[config.mk]
export PLATFORM = sky130hd
export DESIGN_NAME = branch_predict_unit
export DESIGN_NICKNAME = d
export VERILOG_FILES = /design/src/rtl/branch_predict_unit.sv
export SDC_FILE = /design/constraint.sdc
export NUM_CORES = 2
export LEC_CHECK = 0
export CAP_MARGIN = 40
export CORE_MARGIN = 1.5
export CORE_UTILIZATION = 47
export DETAILED_ROUTE_END_ITERATION = 12
export MAX_ROUTING_LAYER = met4
export PLACE_DENSITY = 0.67
export SLEW_MARGIN = 15
export SYNTH_ARGS = -nofsm -noshare
export SYNTH_HDL_FRONTEND = slang
export SYNTH_SLANG_ARGS = --single-unit
export TNS_END_PERCENT = 5
[constraint.sdc]
create_clock -name clk -period 15.7 [get_ports clk]
set_clock_uncertainty 0.1 [all_clocks]
set_input_delay 3.14 -clock clk [delete_from_list [all_inputs] [get_ports clk]]
set_output_delay 3.14 -clock clk [all_outputs]
set_load 0.01 [all_outputs]
[src/rtl/branch_predict_unit.sv]
// Branch predictor: direct-mapped BTB with 2-bit saturating counters and performance counters.
// Optional gshare counter indexing is enabled by defining BPU_GSHARE_EN.
module branch_predict_unit #(
  parameter int unsigned XLEN    = 32,
  parameter int unsigned ENTRIES = 64,
  parameter int unsigned CNT_W   = 32
) (
  input  logic                       clk,
  input  logic                       rst_n,
  input  logic [XLEN-1:0]            lookup_pc,
  output logic                       pred_hit,
  output logic                       pred_taken,
  output logic [XLEN-1:0]            pred_target,
  output logic [1:0]                 pred_state,
`ifdef BPU_GSHARE_EN
  output logic [$clog2(ENTRIES)-1:0] pred_ghr,
  input  logic [$clog2(ENTRIES)-1:0] upd_ghr,
`endif
  input  logic                       stall,
  input  logic                       upd_valid,
  input  logic                       upd_is_branch,
  input  logic                       upd_is_jump,
  input  logic                       upd_taken,
  input  logic                       upd_mispredict,
  input  logic [XLEN-1:0]            upd_pc,
  input  logic [XLEN-1:0]            upd_target,
  output logic [CNT_W-1:0]           br_cnt,
  output logic [CNT_W-1:0]           mispred_cnt
);

  localparam int unsigned IdxW = $clog2(ENTRIES);
  localparam int unsigned TagW = XLEN - IdxW - 2;

  logic [ENTRIES-1:0] valid_q;
  logic [ENTRIES-1:0] jump_q;
  logic [1:0]         cnt_q [ENTRIES];
  logic [TagW-1:0]    tag_q [ENTRIES];
  logic [XLEN-1:0]    tgt_q [ENTRIES];
  logic [CNT_W-1:0]   br_cnt_q, br_cnt_d;
  logic [CNT_W-1:0]   mis_cnt_q, mis_cnt_d;

  logic [IdxW-1:0] l_idx, l_cidx, u_idx, u_cidx;
  logic [TagW-1:0] l_tag, u_tag;
  logic            u_hit, upd_acc, btb_we;
  logic [1:0]      u_cnt, cnt_new;
  logic            unused_pc_lsbs;

  assign unused_pc_lsbs = ^{lookup_pc[1:0], upd_pc[1:0]};

  assign l_idx = lookup_pc[IdxW+1:2];
  assign l_tag = lookup_pc[XLEN-1:IdxW+2];
  assign u_idx = upd_pc[IdxW+1:2];
  assign u_tag = upd_pc[XLEN-1:IdxW+2];

`ifdef BPU_GSHARE_EN
  logic [IdxW-1:0] ghr_q, ghr_d;

  assign l_cidx   = l_idx ^ ghr_q;
  assign u_cidx   = u_idx ^ upd_ghr;
  assign pred_ghr = ghr_q;

  // A mispredict restarts history from the snapshot carried with the resolving branch.
  always_comb begin
    ghr_d = ghr_q;
    if (upd_acc && !upd_is_jump) begin
      ghr_d = upd_mispredict ? {upd_ghr[IdxW-2:0], upd_taken} : {ghr_q[IdxW-2:0], upd_taken};
    end
  end

  always_ff @(posedge clk or negedge rst_n) begin
    if (!rst_n) begin
      ghr_q <= '0;
    end else begin
      ghr_q <= ghr_d;
    end
  end
`else
  assign l_cidx = l_idx;
  assign u_cidx = u_idx;
`endif

  always_comb begin
    pred_hit    = valid_q[l_idx] && (tag_q[l_idx] == l_tag);
    pred_taken  = pred_hit && (jump_q[l_idx] || cnt_q[l_cidx][1]);
    pred_target = pred_taken ? tgt_q[l_idx] : lookup_pc + XLEN'(4);
    pred_state  = cnt_q[l_cidx];
  end

  assign upd_acc = upd_valid && !stall && (upd_is_branch || upd_is_jump);
  assign u_hit   = valid_q[u_idx] && (tag_q[u_idx] == u_tag);
  assign btb_we  = upd_acc && (upd_is_jump || upd_taken);
  assign u_cnt   = cnt_q[u_cidx];

  always_comb begin
    cnt_new = u_cnt;
    if (upd_is_jump) begin
      cnt_new = 2'b11;
    end else if (upd_taken && !u_hit) begin
      cnt_new = 2'b10;
    end else if (upd_taken) begin
      cnt_new = (u_cnt == 2'b11) ? u_cnt : u_cnt + 2'b01;
    end else begin
      cnt_new = (u_cnt == 2'b00) ? u_cnt : u_cnt - 2'b01;
    end
  end

  always_comb begin
    br_cnt_d  = br_cnt_q;
    mis_cnt_d = mis_cnt_q;
    if (upd_acc) begin
      if (!(&br_cnt_q)) br_cnt_d = br_cnt_q + CNT_W'(1);
      if (upd_mispredict && !(&mis_cnt_q)) mis_cnt_d = mis_cnt_q + CNT_W'(1);
    end
  end

  always_ff @(posedge clk or negedge rst_n) begin
    if (!rst_n) begin
      valid_q   <= '0;
      jump_q    <= '0;
      br_cnt_q  <= '0;
      mis_cnt_q <= '0;
      for (int i = 0; i < ENTRIES; i++) cnt_q[i] <= 2'b01;
    end else begin
      br_cnt_q  <= br_cnt_d;
      mis_cnt_q <= mis_cnt_d;
      if (upd_acc) begin
        cnt_q[u_cidx] <= cnt_new;
        if (btb_we) valid_q[u_idx] <= 1'b1;
        if (upd_is_jump) begin
          jump_q[u_idx] <= 1'b1;
        end else if (upd_taken || u_hit) begin
          jump_q[u_idx] <= 1'b0;
        end
      end
    end
  end

  // Tag/target payload carries no reset; valid_q guards every use.
  always_ff @(posedge clk) begin
    if (btb_we) begin
      tag_q[u_idx] <= u_tag;
      tgt_q[u_idx] <= upd_target;
    end
  end

  assign br_cnt      = br_cnt_q;
  assign mispred_cnt = mis_cnt_q;

endmodule

Yosys cells after proc, flatten, opt, wreduce, memory -nomap -nowiden
Memories as Yosys holds them, arrays and structs flattened.
Cells that the tools add are included.
{"block": "word_totals", "word_cells": 143, "n_memories": 2, "ram_bits": 3584, "mem_bits_ro": 0, "regBits": 320, "inputBits": 104, "latchBits": 0}
{"memory": "tgt_q", "depth": 64, "width": 32, "rd": 1, "rd_clocked_by_memory_dff": 0, "write_ports": 1, "line_no": "38", "text": "logic [XLEN-1:0] tgt_q [ENTRIES];"}
{"memory": "tag_q", "depth": 64, "width": 24, "rd": 2, "rd_clocked_by_memory_dff": 0, "write_ports": 1, "line_no": "37", "text": "logic [TagW-1:0] tag_q [ENTRIES];"}
{"block": "op_classes", "addsub": 5, "div_mod_pow": 0, "n_mul": 0, "bitwise": 7, "mux": 27, "shift": 0, "eq_ne": 3, "magnitude_cmp": 6, "reduce_logical": 25}
{"operator": "bitwise mux 128 bit", "n": 1}
{"operator": "two-way mux 64 bit", "n": 2}
{"operator": "OR 64 bit", "n": 2}
{"operator": "adder 32 x 1 -> 32 bit (second input constant)", "n": 2}
{"operator": "bitwise AND 64 bit", "n": 1}
{"operator": "NOT 64 bit", "n": 1}
{"operator": "AND reduction 32 bit", "n": 2}
{"operator": "equality test 24 bit", "n": 2}
{"operator": "adder 32 x 3 -> 32 bit (second input constant)", "n": 1}
{"operator": "two-way mux 32 bit", "n": 1}
{"operator": "binary-select mux 2 bit (select 6 bit)", "n": 2}
{"operator": "two-way mux 2 bit", "n": 10}
{"operator": "binary-select mux 1 bit (select 6 bit)", "n": 3}
{"operator": "greater-or-equal comparator 7 bit (second input constant)", "n": 2}
{"operator": "< comparator 6 x 7 -> 1 bit (second input constant)", "n": 2}
{"operator": "NOT 6 -> 7 bit", "n": 2}
{"operator": "demux 2 bit (select 6 bit)", "n": 1}
{"operator": "logical AND 1 bit", "n": 10}
{"operator": "AND reduction 2 bit", "n": 4}
{"operator": "< comparator 7 x 1 -> 1 bit (second input constant)", "n": 1}
{"operator": "demux 1 bit (select 6 bit)", "n": 1}
{"operator": "greater-or-equal comparator 6 x 1 -> 1 bit (second input constant)", "n": 1}
{"operator": "two-way mux 1 bit", "n": 6}
{"operator": "logical OR 1 bit", "n": 4}
{"operator": "7 further kinds", "n": 9}

Depth between registers and ports, before layout
{"block": "logic_depth", "ltp_word": 10, "depth_mapped": 18}

Least setup slack after synthesis
No wires, ideal clock.
{"block": "synth_timing", "path_type": "input port to output port", "start": "input lookup_pc[2]", "end": "output pred_target[10]", "t_required_ns": 12.460, "arrival_time_ns": 6.809, "stages": 12, "setup_slack_ns": 5.651, "cell_sequence": "buf_2 -> buf_4 -> buf_4 -> buf_4 -> buf_4 -> buf_2 -> buf_6 -> clkbuf_1 -> mux4_2 -> mux4_2 -> mux4_2 -> mux2_2"}
{"block": "synth_via", "elab_chain_cells": 7, "elab_cells_between_ends": 16, "cone_classes": "add/sub: 1; eq/ne: 1; mux: 8; bitwise: 1; reduce/logical: 3; memory: 2"}
{"item": "from (decl)", "line_no": "10", "text": "input logic [XLEN-1:0] lookup_pc,"}
{"item": "branches (longest 6 deep; another with memory read (64 x 24 bit))"}
{"item": "two-way mux 32 bit (*)", "line_no": "85", "text": "pred_target = pred_taken ? tgt_q[l_idx] : lookup_pc + XLEN'(4);"}
{"item": "to (decl)", "line_no": "13", "text": "output logic [XLEN-1:0] pred_target,"}
Every way passes the cells marked *. The select of a mux whose other input is x is not followed.

Worst setup path in the final report
{"block": "layout_timing", "start": "input lookup_pc[3]", "end": "output pred_target[7]"}
Same word-level chain as after synthesis.

==> results by group <==
Status
  – Outcome: completed

Job
  – Max-cap violations: 0

Logic synthesis
  – Syn Nets: 8,707
  – Synth cell types: 86
  – Syn Area/Cell: 19.5 sq um
  – Synth Register Bits: 3,904
  – Ys async rst share: 8.20%
  – Post-synth EDFFs: 3,584
  – Post-synthesis sequential area ratio: 69.1%
  – Synth Instances: 8,600
  – YS warnings: 0
  – Top FF cell, synth: edfxtp_1
  – Post-Syn Area: 0.167 sq mm

Die
  – Row count: 218
  – Die area: 0.360 sq mm
  – Initial Util: 47.3%
  – Die width: 600 microns
  – Core ar.: 0.353 sq mm
  – Ports: 204
  – Die H: 600 microns

Critical path
  – R2R depth: 11
  – Required @ worst endpoint: 12.46 ns
  – CP Capture Type: primary output
  – Crit Path Class: primary input to primary output
  – CP startpoint kind: primary input
  – Arr. time, crit path: 9.81 ns
  – CP max FO: 64
  – Reg2reg setup slack: 10.64 ns

Drt
  – DRT iter0 DRCs: 18,995
  – Post-route DRC: 0
  – Detail Route Antenna Nets: 0
  – Vias: 101,419
  – Drt wl/cell: 41.5 microns
  – Pre-antenna DRT Iters: 8
  – Vias per std cell: 7.14
  – Final wirelength: 589 mm

STA
  – Fin crit period: 13.05 ns
  – RSZ-0062 raised after global routing: false
  – Period utilization: 83.1%
  – Max-slew headroom: 26.9%
  – Hold Violations, Final: 0
  – Slew @ Worst Pin: 1.10 ns
  – Slew Viols, Final: 0
  – Max frequency: 76.6 MHz
  – Min Hold Slack: 0.391 ns
  – Setup violators final: 0
  – Setup TNS: 0 ns

Clock network
  – Post-CTS setup repair buffer count: 0
  – CTS max path bufs: 4
  – Post-CTS Hold Buffers: 0
  – Reg clk slew, reported paths: 0.06 ns
  – Inserted Clock Buffers: 398
  – Root buffer cell: clkbuf_16
  – CTS tree: done
  – CTS Sinks: 3,904
  – H-tree depth: 5
  – Clock Latency Late Sink: 1.02 ns
  – Post_cts resized: 0

Global route
  – Largest net degree at the start of global routing: 121
  – First-pass GRT wire length: 804 mm
  – Initial antenna violation count: 48
  – GRT Total Usage: 33.4%
  – GRT overflow: 0
  – Vias in the first global route: 98,432

Layout
  – NumNets Final: 9,199
  – Most common cell after layout, fill and taps aside: edfxtp_1
  – Most frequent cells in the layout: edfxtp_1, mux4_2, clkbuf_16
  – Area growth, synth to finish: 14.5%
  – Fraction of layout cells with a size suffix above 1: 30.6%

Power and ir drop
  – Sw Share: 22.9%
  – Leakage power: 0.0619 uW
  – Int Pwr: 17,600 uW
  – Share of power burned in registers: 50.5%
  – Max VDD drop: 0.000116 V
  – Final total power: 22,800 uW
  – Comb pwr share: 7.6%
  – PD cells: 119 mW/mm^2
  – Sw Pwr: 5220 uW
  – Clk pwr share: 41.9%

Placed design
  – IO Port Bufs: 201
  – Detailed placement HPWL: 348 mm
  – Gp weighted congestion: 0.992

Worst hold path
  – Cells on Worst Hold Path: 1
  – HP Class: register to register
## kinds of logic (layout without fill, tap and decap cells)
family | count (synthesis) | count (layout) | share of synthesized area, %
flops | 3904 | 3904 | 69.1
mux | 1796 | 1796 | 20.4
compound gates | 1074 | 1074 | 4.66
simple gates | 1053 | 1053 | 3.25
buf+inv | 639 | 1455 | 1.84
xor+xnor | 131 | 131 | 0.686
fa+ha+maj | 3 | 3 | 0.0224
other cells | 0 | 62 | 0
## routing by layer
metal	track usage, %	part of all wire [%]	vias up
li1	-	-	37482
met1	42.0	34	52800
met4	21.2	7.8	0
met2	47.6	44	8867
met5	-	0	-
met3	9.95	14	2270
## stage by stage
step	worst slack (ns)	cell area (sq um)	instances	utilization, %
final	2.65	192000	14208	54.2
after CTS	2.85	191000	14103	54.0
after global routing	2.64	192000	14201	54.2
after floorplan	5.65	167000	8600	-
after detailed placement	2.87	178000	13379	50.3
after global placement	2.61	176000	13285	49.7
## synth_stat cells (all sizes together), types with 42 or more instances
library cell | instances | area share [%]
a22o | 69 | 0.36
a22oi | 201 | 0.90
nand3 | 85 | 0.25
a31oi | 91 | 0.34
mux4 | 1255 | 17
clkbuf | 273 | 0.61
or2 | 70 | 0.26
nand4 | 42 | 0.16
o21ai | 126 | 0.38
a221o | 58 | 0.35
a221oi | 139 | 0.73
dfrtp | 256 | 3.8
nor2 | 211 | 0.47
mux2 | 206 | 1.5
mux2i | 335 | 2.0
edfxtp | 3584 | 64
nand2 | 259 | 0.58
xnor2 | 91 | 0.48
dfstp | 64 | 1.0
nor3 | 106 | 0.32
o22ai | 104 | 0.39
a21oi | 119 | 0.36
buf | 347 | 1.2
## layout make-up
type,instances,area [sq um]
inverters,19,76.3
well taps,4730,5920
diodes,62,155
fillers,26961,162000
clock inverters,234,2400
repair buffers,712,7750
flip-flops and latches,3904,116000
clock buffers,490,10600
multi-input cells,4057,49100
## sequential cells by signal, indices dropped and copies added (netlist names), named ones only
register	count
tgt_q	2048
tag_q	1536
cnt_q	128
valid_q	64
br_cnt	32
mispred_cnt	32
## path summary, 6_finish.rpt
check | from | to
setup reg to reg | tag_q[27][15] | cnt_q[94]
setup / recovery | lookup_pc[3] | pred_target[7]
min in group asynchronous | rst_n | cnt_q[113]
hold / removal | br_cnt[26] | br_cnt[26]
max in group asynchronous | rst_n | mispred_cnt[0]
hold reg to reg | br_cnt[26] | br_cnt[26]
## power groups by stage
stage | clock network [uW] | logic [uW] | registers [uW]
3_5_place_dp | 0 | 1640 | 11700
4_1_cts | 9590 | 1650 | 11500
2_1_floorplan | 0 | 925 | 11700
6_report | 9550 | 1720 | 11500
5_1_grt | 10000 | 1760 | 11500
3_3_place_gp | 0 | 1590 | 11700
## worst max-delay path, cell delays in order
cell             delay, ns
buf_8                 0.55
buf_4                 0.35
buf_16                0.27
buf_4                 0.34
buf_16                0.31
mux4_2                0.38
a22oi_1               0.19
nand2_1               0.07
o21ai_0               0.37
xor2_1                0.75
nor2_1                0.16
nor4_1                0.39
and4b_2               0.72
buf_4                 0.46
mux2_2                0.49
clkdlybuf4s50_1       0.53
Note: power is estimated with default switching activity, not from simulation.
